## src/rtl/seg_display_mux.sv

```systemverilog
// seg_display_mux: multiplexed common-anode 7-segment driver with anode-off blanking,
// frame-synchronous double buffering, hex decode and leading-zero blanking.
module seg_display_mux #(
   parameter int NDIG         = 4,
   parameter int BLANK_CYCLES = 2
) (
   input  logic              clk,
   input  logic              greset,
   input  logic              digsel,
   input  logic [4*NDIG-1:0] data_in,
   input  logic              load,
   input  logic [NDIG-1:0]   dp_in,
   input  logic              lzb,
   output logic [NDIG-1:0]   an,
   output logic [6:0]        seg,
   output logic              dp,
   output logic              frame
);
   localparam int DW = 5*NDIG;
   localparam logic [3:0] CNT_INIT = 4'(BLANK_CYCLES == 0 ? 0 : BLANK_CYCLES - 1);
   typedef enum logic [1:0] {IDLE, BLANK, SHOW} state_t;
   localparam state_t AFTER_RISE = (BLANK_CYCLES == 0) ? SHOW : BLANK;
   state_t          state_q, state_d;
   logic [NDIG-1:0] ring_q, ring_d, an_q, an_d;
   logic [3:0]      cnt_q, cnt_d, nib;
   logic [DW-1:0]   staging_q, staging_d, shadow_q, shadow_d;
   logic [6:0]      seg_q, seg_d;
   logic            pending_q, pending_d, digsel_q, frame_q, frame_d, dp_q, dp_d;
   logic            rise, wrap, lz, dpa, show;
   function automatic logic [6:0] hex7(input logic [3:0] n);
      case (n)
         4'h0: return 7'b1000000;
         4'h1: return 7'b1111001;
         4'h2: return 7'b0100100;
         4'h3: return 7'b0110000;
         4'h4: return 7'b0011001;
         4'h5: return 7'b0010010;
         4'h6: return 7'b0000010;
         4'h7: return 7'b1111000;
         4'h8: return 7'b0000000;
         4'h9: return 7'b0010000;
         4'hA: return 7'b0001000;
         4'hB: return 7'b0000011;
         4'hC: return 7'b1000110;
         4'hD: return 7'b0100001;
         4'hE: return 7'b0000110;
         default: return 7'b0001110;
      endcase
   endfunction
   always_comb begin
      rise      = digsel & ~digsel_q;
      wrap      = rise && state_q != IDLE && ring_q[NDIG-1];
      state_d   = state_q;
      ring_d    = ring_q;
      cnt_d     = cnt_q;
      staging_d = load ? {dp_in, data_in} : staging_q;
      pending_d = load ? 1'b1 : pending_q;
      shadow_d  = shadow_q;
      frame_d   = wrap;
      case (state_q)
         IDLE: if (rise) begin
            state_d = AFTER_RISE;
            cnt_d   = CNT_INIT;
         end
         BLANK: if (rise) begin
            ring_d = {ring_q[NDIG-2:0], ring_q[NDIG-1]};
            cnt_d  = CNT_INIT;
         end else if (cnt_q == 4'd0) state_d = SHOW;
         else cnt_d = cnt_q - 4'd1;
         default: if (rise) begin
            ring_d  = {ring_q[NDIG-2:0], ring_q[NDIG-1]};
            state_d = AFTER_RISE;
            cnt_d   = CNT_INIT;
         end
      endcase
      // a load landing on the wrap edge bypasses staging so it shows in this frame
      if (wrap && (load || pending_q)) begin
         shadow_d  = load ? {dp_in, data_in} : staging_q;
         pending_d = 1'b0;
      end
      nib = '0;
      dpa = 1'b0;
      lz  = 1'b0;
      for (int i = 0; i < NDIG; i++)
         if (ring_d[i]) begin
            nib = shadow_d[4*i +: 4];
            dpa = shadow_d[4*NDIG + i];
            lz  = lzb && i > 0 && ((shadow_d[4*NDIG-1:0] >> (4*i)) == '0);
         end
      show  = state_d == SHOW;
      an_d  = show ? ~ring_d : '1;
      seg_d = (show && !lz) ? hex7(nib) : '1;
      dp_d  = show ? ~dpa : 1'b1;
   end
   always_ff @(posedge clk or posedge greset) begin
      if (greset) begin
         state_q   <= IDLE;
         ring_q    <= NDIG'(1);
         cnt_q     <= '0;
         staging_q <= '0;
         shadow_q  <= '0;
         pending_q <= 1'b0;
         digsel_q  <= 1'b0;
         an_q      <= '1;
         seg_q     <= '1;
         dp_q      <= 1'b1;
         frame_q   <= 1'b0;
      end else begin
         state_q   <= state_d;
         ring_q    <= ring_d;
         cnt_q     <= cnt_d;
         staging_q <= staging_d;
         shadow_q  <= shadow_d;
         pending_q <= pending_d;
         digsel_q  <= digsel;
         an_q      <= an_d;
         seg_q     <= seg_d;
         dp_q      <= dp_d;
         frame_q   <= frame_d;
      end
   end
   assign an    = an_q;
   assign seg   = seg_q;
   assign dp    = dp_q;
   assign frame = frame_q;
endmodule

```

## config.mk

```make
export PLATFORM = sky130hd
export DESIGN_NAME = seg_display_mux
export DESIGN_NICKNAME = d
export VERILOG_FILES = /design/src/rtl/seg_display_mux.sv
export SDC_FILE = /design/constraint.sdc
export NUM_CORES = 1
export LEC_CHECK = 0
export ABC_AREA = 1
export CAP_MARGIN = 10
export CORE_ASPECT_RATIO = 1.5
export CORE_MARGIN = 1
export CORE_UTILIZATION = 55
export CTS_CLUSTER_DIAMETER = 100
export DETAILED_ROUTE_END_ITERATION = 6
export PLACE_DENSITY = 0.83
export SYNTH_ARGS = -nofsm -noshare
export SYNTH_HDL_FRONTEND = slang
export SYNTH_SLANG_ARGS = --single-unit
```

## constraint.sdc

```tcl
create_clock -name clk -period 2.67 [get_ports clk]
set_input_delay 0.4005 -clock clk [delete_from_list [all_inputs] [get_ports clk]]
set_output_delay 0.4005 -clock clk [all_outputs]
set_load 0.03 [all_outputs]
```

# After elaboration in Yosys (flattened, before gate mapping)
# Memories as Yosys holds them, arrays and structs flattened.
# Cells that the tools add are included.
# Widths: inputs -> output; s select.
[op_classes] add_sub_neg=1 eq_ne=3 n_mux=28 bitwise_logic=4 reduce_logical=18
[ops] op="$logic_not 16->1" count=3
[ops] op="$mux 4" count=11
[ops] op="$mux 20" count=2
[ops] op="$mux 1" count=10
[ops] op="$mux 2" count=4
[ops] op="$logic_and 1x1->1" count=7
[ops] op="$mux 7" count=1
[ops] op="$reduce_bool 2->1" count=3
[ops] op="$logic_not 4->1" count=1
[ops] op="$not 4->4" count=1
[ops] op="$sub 4x1->4 const B" count=1
[ops] op="$eq 2x1->1 const B" count=1
[ops] op="$eq 2x2->1 const B" count=1
[ops] op="$logic_not 2->1" count=1
[ops] op="$ne 2x2->1 const B" count=1
[ops] op="$not 1->1" count=2
[ops] op="$reduce_and 2->1" count=1
[ops] op="$and 1x1->1" count=1
[ops] op="$logic_not 1->1" count=1
[ops] op="$logic_or 1x1->1" count=1
[totals] register_bits=65 rom_bits=112 inputBits=25 mem_count=1
[mem_list] memory="(no name shown)" words=16 word_bits=7 rd=1 rd_clocked_by_memory_dff=0 write_ports=0 line="31" rtl="case (n)"

# Longest topological paths before layout
[logic_depth] word_depth=14 mapped_depth=17 depth_no_buf=16

# Worst setup path before layout
# Ideal clock, no wire load.
[synth_path] path_type="register to register" from="register digsel_q" to="register seg_q[0], in the netlist seg[0]" t_arrival_ps=1958 t_required_ps=2586 path_slack_ps=628 path_stages_with_launch=17 path_buffers=1 path_cell_list="dfrtp_1 -> inv_1 -> nand2_2 -> nor2_4 -> nand3_4 -> buf_6 -> nand2_1 -> nand2_1 -> nand2_1 -> nand3_2 -> a21oi_4 -> inv_2 -> ha_1 -> inv_1 -> nand3_1 -> nand3_1 -> nand3_1"
[synth_via] word_cells_on_any_way=29 classes_between="eq/ne (1); mux (14); bitwise (2); reduce/logical (11); memory (1)"
[synth_rtl] element="from (decl)" line="28" rtl="logic pending_q, pending_d, digsel_q, frame_q, frame_d, dp_q, dp_d;"
[synth_rtl] element="from (signal assigned)" line="115" rtl="digsel_q <= digsel;"
[synth_rtl] element="$not 1->1" line="51" rtl="rise = digsel & ~digsel_q;"
[synth_rtl] element="$and 1x1->1" line="51"
[synth_rtl] element="$logic_and 1x1->1 (2 in series)" line="52" rtl="wrap = rise && state_q != IDLE && ring_q[NDIG-1];"
[synth_rtl] element="$logic_and 1x1->1" line="77" rtl="if (wrap && (load || pending_q)) begin"
[synth_rtl] element="$mux 20" line="77"
[synth_rtl] element="named net shadow_d[0]" line="26" rtl="logic [DW-1:0] staging_q, staging_d, shadow_q, shadow_d;"
[synth_rtl] element="$mux 4 (4 in series)" line="85" rtl="if (ring_d[i]) begin"
[synth_rtl] element="$mem_v2 16x7"
[synth_rtl] element="$mux 7" line="92" rtl="seg_d = (show && !lz) ? hex7(nib) : '1;"
[synth_rtl] element="named net seg_d[0]" line="27" rtl="logic [6:0] seg_q, seg_d;"
[synth_rtl] element="to (signal assigned)" line="117" rtl="seg_q <= seg_d;"
[synth_rtl] element="to (decl)" line="27"
# The timed path passes the listed nets, and every way through them passes these cells.
# A chain may end at the register's enable or synchronous reset.

# Worst setup path after layout
[layout_path] from="input port load" to="register seg_q[0], in the netlist seg[0]"
[layout_via] elab_chain_len=11 word_cells_on_any_way=21 classes_between="mux (10); reduce/logical (10); memory (1)"
[layout_rtl] element="from (decl)" line="11" rtl="input logic load,"
[layout_rtl] element="$logic_or 1x1->1" line="77"
[layout_rtl] element="$logic_and 1x1->1" line="77"
[layout_rtl] element="$mux 20 (*)" line="77"
[layout_rtl] element="parallel branches: the longest is 7 deep, another holds $mem_v2 16x7"
[layout_rtl] element="$mux 7 (*)" line="92"
[layout_rtl] element="named net seg_d[0]" line="27"
# Mark *: on every way through the listed nets, which the timed path passes.

==> run metrics <==
GPL Wtd Cong 0.931; relative slew slack 59.6%; core footprint 5790 um2; RSZ-0062 raised after global routing false; skew final 0.00378 ns; cell at the slowest stage of the critical path clkdlybuf4s50_1; ant diodes 0; Pins Over Slew Limit 0; Syn-to-layout area delta 22.4%; sequential cell area fraction in the yosys report 49.9%; cell mode on critical path nand3_1; Port-buffer cells 37; clk root buf clkbuf_8; period utilization 89.9%; die area 6300 um2; total clock sinks 65; H-tree depth 3; syn nets 419; synth cell count leaders 137 x nand2_1, 52 x dfrtp_1, 41 x inv_1; Setup-failing EPs final 0; post-synth top area cell dfrtp_1; vias in the first global route 2661; CP Launch Point load; area of the multi-input gates 1350 um2; layout cells sized above 1 19.5%; EDFF count, synth 0; min Tclk post-route 2.40 ns; placed instance count 503; Synth Cell Area 3290 um2; TNS Setup 0 ns; Post-synth ARST share 100%; synth warn 0; Num CTS Buffers 9; CP Class input pin to flop; Slew @ Worst Pin 0.601 ns; Longest Clk Path Bufs 2; GRT Max-Usage Layer met2; FMAX 417 MHz; WL per Instance 12.9 um; CTS tree built; placed instance area 3800 um2; Avg Inst Size Synth 8.50 um2; # IOs 38; Synth top area share 39.6%; Synth Flop Type dfrtp_1; number of antenna violations at the first check in global routing 0; Worst Reg-to-Reg Cells 14; drt drc 0; status finished clean; R2R Path Start digsel_q; Starting DRT DRC Count 142; Routed Antenna Nets 0; met2 Resource Use GR 40.3%; hold_buf cts 0; Worst Path Arrival 2.66 ns; vias 2667; initial core utilization 56.9%; CP max FO 22; fin cells 519; Worst-Skew Late Latency 0.34 ns; first-pass GRT wire length 11400 um; peak supply drop 0.646 mV; r2r endpoint seg[0]; maxcap violations 0; Crit. End Element flop; CP required 2.93 ns; detailed placement HPWL 4920 um; M1 GR Usage 27.4%; Setup Fix Bufs, Post-CTS 0; largest net degree at the start of global routing 37; Core Util, Final 69.6%; Post-Synthesis Cells 387; register bit total from synthesis 65; die height 96.7 um; Die X 65.1 um; Vias/cell 5.14; biggest cell delay along the critical path 0.49 ns; Final Cell Area 4030 um2; synth unique cells 40; row count 34; crit-path cells clkdlybuf4s50_1, buf_4, nand2_1, o21ai_0, nand4_1, nand3_1, nand3_2, a21oi_4, inv_2, ha_1, inv_1, nand3_1, nand3_1, nand3_1; Hold WS 0.458 ns; P per Cell Area 1090 nW/um2; main area contributors after synthesis dfrtp_1 40%, nand2_1 16%, dfstp_2 10%; drt pass-1 iters 4; Post-CTS Resized 0; Post-Route WL 6700 um; Min-Delay Path Class input pin to asynchronous set/reset pin; Clk pin slew, worst setup/hold paths 0.07 ns; Net count, final 474; register area 1640 um2; count of final hold-check violations 0; R2R setup slack 0.43 ns; top-count cell post-synth nand2_1; total grt overflow 0; Leakage 2.02 nW; fillers 462; Worst Setup Start Kind input pin; total track usage 23.9%; Worst setup endpoint seg[0]; M3 GR Usage 4.48%
## layout by cell type, fill, tap and decap left out, types with 2 or more instances in the layout
| cell | instances |
|---|---|
| o211ai_1 | 2 |
| nand3_1 | 30 |
| dfstp_2 | 13 |
| o21ai_4 | 2 |
| nand2_2 | 8 |
| o22ai_1 | 2 |
| clkbuf_8 | 11 |
| o21ai_0 | 3 |
| or2_1 | 3 |
| clkbuf_1 | 3 |
| clkdlybuf4s50_1 | 37 |
| nand4_1 | 10 |
| nand2_1 | 137 |
| ha_1 | 7 |
| a31oi_1 | 2 |
| a21oi_4 | 2 |
| nand3_2 | 3 |
| inv_1 | 40 |
| a21oi_1 | 3 |
| dfrtp_1 | 52 |
| buf_4 | 17 |
| nor2_1 | 13 |
| o21ai_1 | 9 |
| or2_0 | 2 |
| inv_2 | 10 |
| nor2_4 | 2 |
| bufinv_16 | 2 |
| nand2_4 | 3 |
| o21ai_2 | 5 |
## worst max-delay path, delay by kind of cell
family	cells	cell delay, ns
buf+inv	4	0.89
compound gates	2	0.32
fa+ha+maj	1	0.22
simple gates	7	0.79
## cell families after synthesis
group	synth area share, %
AO/OA/AOI/OAI	7.76
XOR/XNOR	0.266
adder cells (fa/ha/maj)	2.66
buffers and inverters	9.01
flip-flops	49.9
AND/OR/NAND/NOR	30.4
## state kept, by name, summed over array words and instances (netlist names)
| register | cells |
|---|---|
| pending_q | 1 |
| shadow_q | 20 |
| cnt_q | 4 |
| seg | 7 |
| ring_q | 4 |
| state_q | 2 |
| an | 4 |
| digsel_q | 1 |
| dp | 1 |
| staging_q | 20 |
| frame | 1 |
## metrics by stage
| stage | setup slack, ns | power (mW) |
|---|---|---|
| finish | 0.270 | 4.40 |
| global route | 0.0176 | 4.74 |
| CTS | 0.266 | 4.41 |
| detailed placement | -0.0110 | 3.46 |
| global placement | 0.0748 | 3.39 |
| floorplan | 0.628 | 2.95 |
## layout make-up
cell class / instances / area share, %
timing repair buffer: 55 / 12.9
multi-input combinational: 259 / 33.5
sequential: 65 / 40.8
clock inverter: 2 / 1.49
tap: 72 / 2.24
clock buffer: 14 / 4.04
inverter: 52 / 5.00
## worst min-delay path by stage
| stage | cells past startpoint | end | start | slack, ns |
|---|---|---|---|---|
| floorplan | 0 | digsel_q | digsel | 0.43 |
| global placement | 2 | staging_q[19] | staging_q[19] | 0.45 |
| detailed placement | 2 | staging_q[18] | staging_q[18] | 0.46 |
| CTS | 3 | state_q[0] | greset | 0.47 |
| global route | 2 | shadow_q[3] | shadow_q[3] | 0.50 |
| finish | 3 | state_q[1] | greset | 0.46 |
## where the power goes
part | internal, mW | total [mW] | leakage (nW) | switching [mW]
clock network | 0.579 | 0.931 | 0.111 | 0.353
registers | 1.29 | 1.41 | 0.758 | 0.115
logic | 0.746 | 2.06 | 1.15 | 1.32
total | 2.62 | 4.40 | 2.02 | 1.78
## metal layers
metal  part of all wire, %  vias to the layer above
met5                     0                        -
met4                   3.9                        0
li1                      -                     1322
met2                    51                       49
met1                    42                     1274
met3                   3.1                       22
No activity file was read; power rests on OpenSTA's default activity.
